**src/rtl/mod_exp_pkg.sv**
```systemverilog
// Shared types and constants for the modular-exponentiation sequencer.
package mod_exp_pkg;

   localparam int DATA_W      = 32;
   localparam int PROD_KEEP_W = 40;
   localparam logic [DATA_W-1:0] N_MAX = 32'h000F_FFFF;

   typedef enum logic [2:0] {
      IDLE   = 3'd0,
      LOAD   = 3'd1,
      REDUCE = 3'd2,
      SQR    = 3'd3,
      MUL    = 3'd4,
      DONE   = 3'd5
   } state_t;

   function automatic int idx_width(input int w);
      return (w > 1) ? $clog2(w) : 1;
   endfunction

endpackage

```
**src/rtl/mod_exp_ctrl_msb_find.sv**
```systemverilog
// Combinational priority encoder: index of the highest set bit plus an all-zero flag.
module msb_find
   import mod_exp_pkg::*;
#(
   parameter int W     = 32,
   parameter int IDX_W = idx_width(W)
) (
   input  logic [W-1:0]     value,
   output logic [IDX_W-1:0] msb,
   output logic             zero
);

   always_comb begin
      msb  = '0;
      zero = (value == '0);
      for (int i = 0; i < W; i++) begin
         if (value[i]) msb = IDX_W'(i);
      end
   end

endmodule

```
**src/rtl/mod_exp_ctrl.sv**
```systemverilog
// Left-to-right square-and-multiply sequencer driving one shared external multi_mod.
// Optional build macro MODEXP_LZ_SKIP_EN: start at the exponent's highest set bit.
//
// state  | meaning
// IDLE   | waiting for start; operands latched on the accepting edge
// LOAD   | init acc and bit index; n==0 short-circuits to DONE with err
// REDUCE | base_r = base mod n via base*1
// SQR    | acc = acc*acc mod n for the current exponent bit
// MUL    | acc = acc*base_r mod n when the current bit is 1
// DONE   | one-cycle done pulse, result valid
module mod_exp_ctrl
   import mod_exp_pkg::*;
#(
   parameter int EXP_W  = 32,
   parameter int MM_LAT = 2
) (
   input  logic              clk,
   input  logic              reset,
   input  logic              start,
   input  logic [DATA_W-1:0] base,
   input  logic [EXP_W-1:0]  exp,
   input  logic [DATA_W-1:0] n,
   output logic              busy,
   output logic              done,
   output logic              err,
   output logic [DATA_W-1:0] result,
   output logic [DATA_W-1:0] mm_a,
   output logic [DATA_W-1:0] mm_b,
   output logic [DATA_W-1:0] mm_n,
   input  logic [DATA_W-1:0] mm_out
);

   localparam int IDX_W = idx_width(EXP_W);
   localparam int CNT_W = (MM_LAT > 0) ? $clog2(MM_LAT + 1) : 1;
   localparam logic [CNT_W-1:0] CNT_LAST = CNT_W'(MM_LAT);
   localparam logic [IDX_W-1:0] IDX_TOP  = IDX_W'(EXP_W - 1);

   state_t            state, state_nxt;
   logic [DATA_W-1:0] base_r, acc, n_r, result_r;
   logic [DATA_W-1:0] mm_a_q, mm_b_q;
   logic [EXP_W-1:0]  exp_r;
   logic [IDX_W-1:0]  bit_idx, load_idx;
   logic [CNT_W-1:0]  cnt;
   logic              err_r;
   logic              op_last, bit_set, last_bit, exp_zero;

`ifdef MODEXP_LZ_SKIP_EN
   logic [IDX_W-1:0] msb_idx;
   logic             msb_zero;

   msb_find #(.W(EXP_W), .IDX_W(IDX_W)) u_msb_find (
      .value (exp_r),
      .msb   (msb_idx),
      .zero  (msb_zero)
   );

   assign load_idx = msb_idx;
   assign exp_zero = msb_zero;
`else
   assign load_idx = IDX_TOP;
   assign exp_zero = 1'b0;
`endif

   assign op_last  = (cnt == CNT_LAST);
   assign bit_set  = exp_r[bit_idx];
   assign last_bit = (bit_idx == '0);

   always_ff @(posedge clk or negedge reset) begin
      if (!reset) state <= IDLE;
      else        state <= state_nxt;
   end

   always_comb begin
      state_nxt = state;
      busy      = 1'b0;
      done      = 1'b0;
      mm_a      = mm_a_q;
      mm_b      = mm_b_q;
      case (state)
         IDLE: begin
            if (start) state_nxt = LOAD;
         end
         LOAD: begin
            busy      = 1'b1;
            state_nxt = (n_r == '0) ? DONE : REDUCE;
         end
         REDUCE: begin
            busy = 1'b1;
            mm_a = base_r;
            mm_b = DATA_W'(1);
            if (op_last) state_nxt = exp_zero ? DONE : SQR;
         end
         SQR: begin
            busy = 1'b1;
            mm_a = acc;
            mm_b = acc;
            if (op_last) begin
               if (bit_set)       state_nxt = MUL;
               else if (last_bit) state_nxt = DONE;
               else               state_nxt = SQR;
            end
         end
         MUL: begin
            busy = 1'b1;
            mm_a = acc;
            mm_b = base_r;
            if (op_last) state_nxt = last_bit ? DONE : SQR;
         end
         DONE: begin
            done      = 1'b1;
            state_nxt = IDLE;
         end
         default: state_nxt = IDLE;
      endcase
   end

   always_ff @(posedge clk or negedge reset) begin
      if (!reset) begin
         base_r   <= '0;
         exp_r    <= '0;
         n_r      <= '0;
         acc      <= '0;
         result_r <= '0;
         err_r    <= 1'b0;
         bit_idx  <= '0;
         cnt      <= '0;
         mm_a_q   <= '0;
         mm_b_q   <= '0;
      end else begin
         mm_a_q <= mm_a;
         mm_b_q <= mm_b;
         case (state)
            IDLE: begin
               if (start) begin
                  base_r <= base;
                  exp_r  <= exp;
                  n_r    <= n;
                  err_r  <= 1'b0;
               end
            end
            LOAD: begin
               acc     <= (n_r == DATA_W'(1)) ? '0 : DATA_W'(1);
               bit_idx <= load_idx;
               cnt     <= '0;
               if (n_r == '0) begin
                  err_r    <= 1'b1;
                  result_r <= '0;
               end
            end
            REDUCE: begin
               if (op_last) begin
                  base_r <= mm_out;
                  cnt    <= '0;
                  // Zero exponent with leading-zero skip: acc already holds 1 mod n
                  if (exp_zero) result_r <= acc;
               end else begin
                  cnt <= cnt + CNT_W'(1);
               end
            end
            SQR, MUL: begin
               if (op_last) begin
                  acc <= mm_out;
                  cnt <= '0;
                  if (state_nxt == DONE)     result_r <= mm_out;
                  else if (state_nxt == SQR) bit_idx  <= bit_idx - IDX_W'(1);
               end else begin
                  cnt <= cnt + CNT_W'(1);
               end
            end
            default: ;
         endcase
      end
   end

   assign err    = err_r;
   assign result = result_r;
   assign mm_n   = n_r;

endmodule

```
**config.mk**
```make
export PLATFORM = sky130hd
export DESIGN_NAME = mod_exp_ctrl
export DESIGN_NICKNAME = d
export VERILOG_FILES = /design/src/rtl/mod_exp_pkg.sv /design/src/rtl/mod_exp_ctrl_msb_find.sv /design/src/rtl/mod_exp_ctrl.sv
export SDC_FILE = /design/constraint.sdc
export NUM_CORES = 1
export LEC_CHECK = 0
export CORE_UTILIZATION = 53
export CTS_CLUSTER_DIAMETER = 80
export DETAILED_ROUTE_END_ITERATION = 7
export PLACE_DENSITY = 0.86
export SLEW_MARGIN = 20
export SYNTH_ARGS = -nofsm -noshare
export SYNTH_HDL_FRONTEND = slang
export SYNTH_SLANG_ARGS = --single-unit
export TNS_END_PERCENT = 10
```
**constraint.sdc**
```tcl
create_clock -name clk -period 3.5 [get_ports clk]
set_input_delay 0.7 -clock clk [delete_from_list [all_inputs] [get_ports clk]]
set_output_delay 0.7 -clock clk [all_outputs]
set_load 0.02 [all_outputs]
```
==> results of run 1 <==
## power by group through the flow
stage / sequential (mW) / clock, mW / combinational, mW
final: 4.68 / 2.68 / 7.02
after detailed placement: 4.71 / 0 / 6.92
after CTS: 4.68 / 2.71 / 7.00
after global routing: 4.81 / 2.80 / 7.52
after global placement: 4.65 / 0 / 6.76
after floorplan: 4.74 / 0 / 3.76
## worst reg2reg max path, delay by kind of cell, from the launching register on
kind / cells / cell delay (ns)
compound gates: 2 / 0.48
buf+inv: 1 / 0.27
flops: 1 / 0.73
mux: 2 / 0.92
simple gates: 3 / 0.48
## kinds of logic after synthesis
kind of cell | Yosys count | share of synthesized area (%)
flops | 235 | 56.8
simple gates | 213 | 8.85
compound gates | 191 | 12.0
mux | 172 | 17.9
buf+inv | 98 | 4.02
xor+xnor | 2 | 0.169
fa+ha+maj | 2 | 0.242
## metal layers
metal / vias to the layer above / share of wire (%)
li1: 3740 / -
met1: 4094 / 41
met2: 318 / 49
met3: 75 / 6.5
met4: 0 / 3.4
met5: - / 0
## repair_timing
action,in CTS,in global routing
hold endpoints to repair,0,0
buffers inserted,0,0
pin swaps,0,0
setup endpoints to repair,24,36
gates resized for setup,2,7
## per-stage QoR
step                cells  instance area [sq um]
floorplan             913                  10400
global placement     1393                  13300
detailed placement   1393                  13300
CTS                  1437                  14200
global route         1437                  14200
finish               1437                  14200
## how the worst max path moves through the flow
stage,from,endpoint
finish,state[0],mm_a[29]
global route,state[0],mm_a[23]
CTS,state[0],mm_a[6]
detailed placement,state[0],mm_a[0]
global placement,state[0],mm_a[5]
floorplan,state[0],mm_a[0]
## sequential cells by signal, indices dropped and copies added (netlist names)
signal	count
mm_n	32
state	3
bit_idx	5
mm_a_q	32
base_r	32
result	32
exp_r	32
err	1
acc	32
cnt	2
mm_b_q	32
## cell type report
type	instances	area, sq um	area share (%)
Inverter	35	131	0.926
Sequential cell	235	5880	41.4
Tap cell	260	325	2.29
Clock buffer	38	714	5.03
Clock inverter	6	108	0.758
Timing Repair Buffer	283	2920	20.6
Multi-Input combinational cell	580	4110	29.0
## cells in the final DEF (no fill, tap or decap), drive strengths merged, types with 8 or more instances in the layout
master,n
nor2,8
a21oi,38
o21ai,68
mux2,66
clkbuf,38
nand2,170
a221oi,31
mux2i,102
dfrtp,235
buf,23
clkdlybuf4s50,259
a22oi,33
inv,35
==> qor.yml, run 1 <==
status:
  status: "finished, final reports clean"
worst_setup_path:
  path_max_fanout: 31
  worstPathCellList: "nor3_2 -> buf_12 -> buf_12 -> a22oi_1 -> nand2_1 -> clkdlybuf4s50_1"
  cpMostUsedCell: "buf_12"
  crit_path_start_kind: "flip-flop"
  critPathKind: "reg -> out"
  r2r_start: "bit_idx[1]"
  r2r_end: "result[25]"
  crit_family: "buffers and inverters"
  ff2ff_path_depth: 8
  crit_required_ns: 2.80
  cp_num_cells: 6
  rrSetupSlack_ns: 0.54
  slowest_stage: "clkdlybuf4s50_1"
  crit_buf_inv: 3
  endpoint_kind: "primary output"
  cp.arrival_ns: 2.69
  critPathMaxStageDelay_ns: 0.65
timing:
  slew_violations: 0
  hold_viol_final: 0
  layout_setup_ws_ns: 0.114
  slew_headroom_pct: 44.1
  hold_slack_ns: 0.229
  worst_pin_slew_ns: 0.838
  setup_violations: 0
  rsz0062_at_grt: "false"
  finalCritPeriodShare_pct: 96.7
  fin_tns_setup_ns: 0
  fmax_mhz: 295
  skew_ns: 0.0108
  fin_crit_ns: 3.39
logic_synthesis:
  synth_cell_types: 55
  yosysSeqAreaShare_pct: 56.8
  synth_warnings: 0
  synth_edf_count: 0
  synth_flop_cell: "dfrtp_1"
  yosysTopAreaCellShare_pct: 56.8
  async_reset_ff_share_pct: 100
  syn_area_per_cell_sq_um: 11.3
  synth_seq_cells: 235
  synth_nets: 1046
  synth_cells: 913
  yosys.area.top_type: "dfrtp_1"
  yosysMostFrequentCell: "dfrtp_1"
  synth_area_sq_um: 10400
  synth.area.top_cells: "dfrtp_1 57%, mux2i_1 9.9%, mux2_2 7.1%"
  synth_common_cells: "235 x dfrtp_1, 169 x nand2_1, 102 x mux2i_1"
clock_network:
  cts_max_level: 1
  clock-root-buffer: "clkbuf_16"
  postCtsHoldBufs: 0
  clkTransAtPathRegs_ns: 0.06
  cts_tree: "done"
  cts.path.max_buffers: 3
  cts_num_sinks: 235
  clock_latency_ns: 0.51
  numCtsBuffers: 25
place:
  port-buffer-count: 261
  gp_congestion: 0.823
  pre_cts_ws_ns: 0.432
  hpwl_um: 18800
pwr:
  netSwitchingFraction_pct: 40.0
  switching_power_mw: 5.75
  leakagePower_nw: 6.54
  p_per_area_nw_per_um2: 1010
  cell_internal_pwr_mw: 8.63
  power.total_mw: 14.4
  ir_drop_mv: 0.616
  pwr-share-seq_pct: 32.5
  p_clk_share_pct: 18.6
  p_comb_share_pct: 48.8
grt:
  grt_pass1_wl_um: 45500
  antenna_found_initial: 0
  grt_overflow_total: 0
  met3_usage_pct: 5.57
  grt_max_degree: 107
  met2_usage_pct: 48.5
  grt.busiest_layer: "met2"
  gr-usage-met1_pct: 38.1
  grt_pass1_vias: 8496
  gr-usage-all-layers_pct: 29.1
floorplanning:
  dieArea_sq_um: 20100
  die_y_um: 142
  die-width_um: 142
  pin_count: 262
  core_area_sq_um: 19000
  placementRows: 50
  initial_core_util_pct: 54.6
cells_and_area:
  final_util_pct: 74.9
  area_growth_pct: 37.0
  nets: 1293
  num_antenna_cells: 0
  drive_gt1_share_pct: 12.3
  fillers: 1237
routing:
  drt_first_pass_iters: 5
  viasPerCell: 5.73
  wirelength_um: 28700
  drtAntennaViolNets: 0
  wire_per_inst_um: 20.0
  drc: 0
  vias: 8227
  drtIter0Drc: 521
run:
  maxCapViolCount: 0
worst_hold_path:
  hold_path_class: "in -> async"
(Power assumes the default switching activity.)
==> run 2: changes to the inputs <==
--- a/config.mk
+++ b/config.mk
@@ -5,6 +5,7 @@
 export SDC_FILE = /design/constraint.sdc
 export NUM_CORES = 1
 export LEC_CHECK = 0
+export ABC_AREA = 1
 export CORE_UTILIZATION = 53
 export CTS_CLUSTER_DIAMETER = 80
 export DETAILED_ROUTE_END_ITERATION = 7
==> run 2 against run 1 <==
Against the previous run: clock-buffer cell count down 1; via count increased by 16%; flip-flop and latch count unchanged; synthesized cell count grew 32%; utilization fell by 1.4 points; clock skew shrank 0.0038 ns; combinational power is 8.0% lower; worst setup slack better by 0.0069 ns; critical path type unchanged; largest cell class unchanged.
==> qor.yml, run 2 <==
worst_setup_path:
  crit_buf_inv: 5  # +2
  slowest_stage: "clkdlybuf4s50_1"
  critPathKind: "reg -> out"
  crit_required_ns: 2.80  # about the same
  crit_family: "buffers and inverters"
  endpoint_kind: "primary output"
  critPathMaxStageDelay_ns: 0.68  # +0.03 ns
  critPathLaunch: "state[1]"
  r2r_start: "bit_idx[0]"
  path_max_fanout: 52  # +68%
  cp.arrival_ns: 2.68  # about the same
  worstPathCellList: "inv_1 -> nor2_1 -> inv_2 -> nor2_4 -> inv_2 -> nand2_2 -> nor2_4 -> buf_12 -> nand2_1 -> o221ai_1 -> clkdlybuf4s50_1"
  crit_path_start_kind: "flip-flop"
pwr:
  p_clk_share_pct: 17.9  # -0.7 points
  leakagePower_nw: 6.97  # +6.6%
  p_comb_share_pct: 48.9  # about the same
  p_per_area_nw_per_um2: 947  # -6.5%
  switching_power_mw: 5.80  # +0.89%
  power.total_mw: 13.2  # -8.2%
  ir_drop_mv: 0.487  # -21%
  pwr-share-seq_pct: 33.1  # +0.6 points
  netSwitchingFraction_pct: 43.9  # +4.0 points
  cell_internal_pwr_mw: 7.40  # -14%
timing:
  layout_setup_ws_ns: 0.121  # +0.00694 ns
  slew_violations: 0  # unchanged
  slew_headroom_pct: 47.5  # +3.4 points
  setup_violations: 0  # unchanged
  hold_viol_final: 0  # unchanged
  hold_slack_ns: 0.256  # +0.0266 ns
  finalCritPeriodShare_pct: 96.5  # -0.20 points
  skew_ns: 0.00699  # -0.00378 ns
  worst_pin_slew_ns: 0.787  # -0.0510 ns
  fmax_mhz: 296  # +0.21%
  fin_crit_ns: 3.38  # -0.00694 ns
cells_and_area:
  num_antenna_cells: 0  # unchanged
  final_util_pct: 73.5  # -1.4 points
  nets: 1567  # +21%
  area_growth_pct: 34.1
  stdcell_count: 1708  # +19%
  final_common_cell: "nand2_1"
  final_cell_mix: "404 x nand2_1, 235 x dfrtp_1, 211 x clkdlybuf4s50_1, 131 x inv_1, 91 x o21ai_0"
  drive_gt1_share_pct: 5.18  # -7.1 points
  fillers: 1317  # +6.5%
place:
  port-buffer-count: 261  # unchanged
  hpwl_um: 20000  # +6.1%
  pre_cts_ws_ns: 0.436  # +0.00393 ns
  gp_congestion: 0.906  # +10%
  dp_cells: 1667  # +20%
floorplanning:
  initial_core_util_pct: 54.8  # +0.17 points
  pin_count: 262  # unchanged
  die-width_um: 142  # +0.16%
  core_area_sq_um: 19000  # unchanged
  die_y_um: 142  # +0.16%
  dieArea_sq_um: 20200  # +0.31%
  placementRows: 50  # unchanged
clock_network:
  cts_tree: "done"
  cts_max_level: 1  # unchanged
  clock-root-buffer: "clkbuf_16"
  cts_num_sinks: 235  # unchanged
  cts.path.max_buffers: 3  # unchanged
  numCtsBuffers: 25  # unchanged
  clock_latency_ns: 0.51  # about the same
  clkTransAtPathRegs_ns: 0.06  # about the same
  postCtsHoldBufs: 0  # unchanged
  cts_setup_buffers: 0  # unchanged
logic_synthesis:
  synth_cell_types: 30  # -45%
  synth_seq_cells: 235  # unchanged
  yosys.area.top_type: "dfrtp_1"
  synth_warnings: 0  # unchanged
  syn_area_per_cell_sq_um: 8.65  # -24%
  synth_flop_cell: "dfrtp_1"
  synth_edf_count: 0  # unchanged
  synth_cells: 1201  # +32%
  synth.area.top_cells: "dfrtp_1 57%, nand2_1 15%, o221ai_1 5.2%"
  yosysSeqAreaShare_pct: 56.6  # -0.18 points
  synth_nets: 1334  # +28%
  yosysMostFrequentCell: "nand2_1"
  async_reset_ff_share_pct: 100  # unchanged
  synth_common_cells: "404 x nand2_1, 235 x dfrtp_1, 133 x inv_1"
  yosysTopAreaCellShare_pct: 56.6  # -0.18 points
  synth_area_sq_um: 10400  # +0.31%
routing:
  drt_first_pass_iters: 6  # +1
  wirelength_um: 31000  # +8.0%
  viasPerCell: 5.59  # -2.3%
  drtIter0Drc: 591  # +13%
  vias: 9551  # +16%
  drtAntennaViolNets: 0  # unchanged
  wire_per_inst_um: 18.2  # -9.1%
  drc: 0  # unchanged
run:
  maxCapViolCount: 0  # unchanged
grt:
  grt_pass1_wl_um: 49500  # +8.8%
  grt_pass1_vias: 9731  # +15%
  grt_max_degree: 106  # -0.93%
  grt_overflow_total: 0  # unchanged
  antenna_found_initial: 0  # unchanged
  gr-usage-all-layers_pct: 31.4  # +2.3 points
status:
  status: "finished, final reports clean"
worst_hold_path:
  hold_path_class: "in -> async"
run 2: cell count changes in the layout (fill, tap and decap cells not counted), sizes merged, moves of 31 or more:
cell | previous run | this run
a221oi | 31 | 0
a22oi | 33 | 1
clkdlybuf4s50 | 259 | 211
inv | 35 | 140
mux2 | 66 | 0
mux2i | 102 | 0
nand2 | 170 | 411
nor2 | 8 | 71
o211ai | 2 | 34
o221ai | 2 | 62
run 2: path summary, 6_finish.rpt:
path | to | slack (ns) | cells past startpoint
hold reg to reg | result[31] | 0.47 | 2
min in group clk | result[31] | 0.47 | 2
hold / removal | result[26] | 0.26 | 1
setup reg to reg | result[7] | 0.51 | 13
setup / recovery | mm_b[8] | 0.12 | 11
max in group asynchronous | mm_b_q[2] | 2.38 | 2
run 2: per-layer routing:
| layer | vias to the layer above | share of wire, % | global-route usage (%) | wire length [um] |
|---|---|---|---|---|
| li1 | 4372 | - | - | - |
| met1 | 4629 | 40 | 40.9 | 12500 |
| met2 | 461 | 48 | 51.5 | 14700 |
| met3 | 89 | 7.6 | 5.32 | 2360 |
| met4 | 0 | 4.3 | 14.3 | 1350 |
| met5 | - | 0 | 0 | 0 |
run 2: stage by stage:
step	area, sq um	setup TNS, ns
finish	13900	0
global route	13900	-0.00104
CTS	13900	0
detailed placement	13200	0
global placement	13200	0
floorplan	10400	0
run 2: timing repair:
action                     4_1_cts  5_1_grt
gates resized for setup         29       29
cloned                           0        0
setup endpoints to repair       29       21
run 2: cells by family after synthesis:
| group | synth area share, % |
|---|---|
| XOR/XNOR | 0.0843 |
| AO/OA/AOI/OAI | 12.7 |
| adder cells (fa/ha/maj) | 0.241 |
| flip-flops | 56.6 |
| buffers and inverters | 8.56 |
| AND/OR/NAND/NOR | 21.8 |
run 2: cell type report:
type / instances / area [sq um] / area share [%]
clock buffers: 37 / 681 / 4.89
flip-flops and latches: 235 / 5880 / 42.2
well taps: 260 / 325 / 2.33
clock inverters: 4 / 23.8 / 0.171
inverters: 139 / 524 / 3.76
repair buffers: 280 / 2840 / 20.4
multi-input cells: 753 / 3660 / 26.2
run 2: power groups by stage:
stage,combinational [mW],clock [mW],sequential [mW]
after global routing,6.99,2.52,4.49
after detailed placement,6.50,0,4.40
after floorplan,3.69,0,4.55
final,6.46,2.36,4.38
after CTS,6.41,2.40,4.37
after global placement,6.37,0,4.36
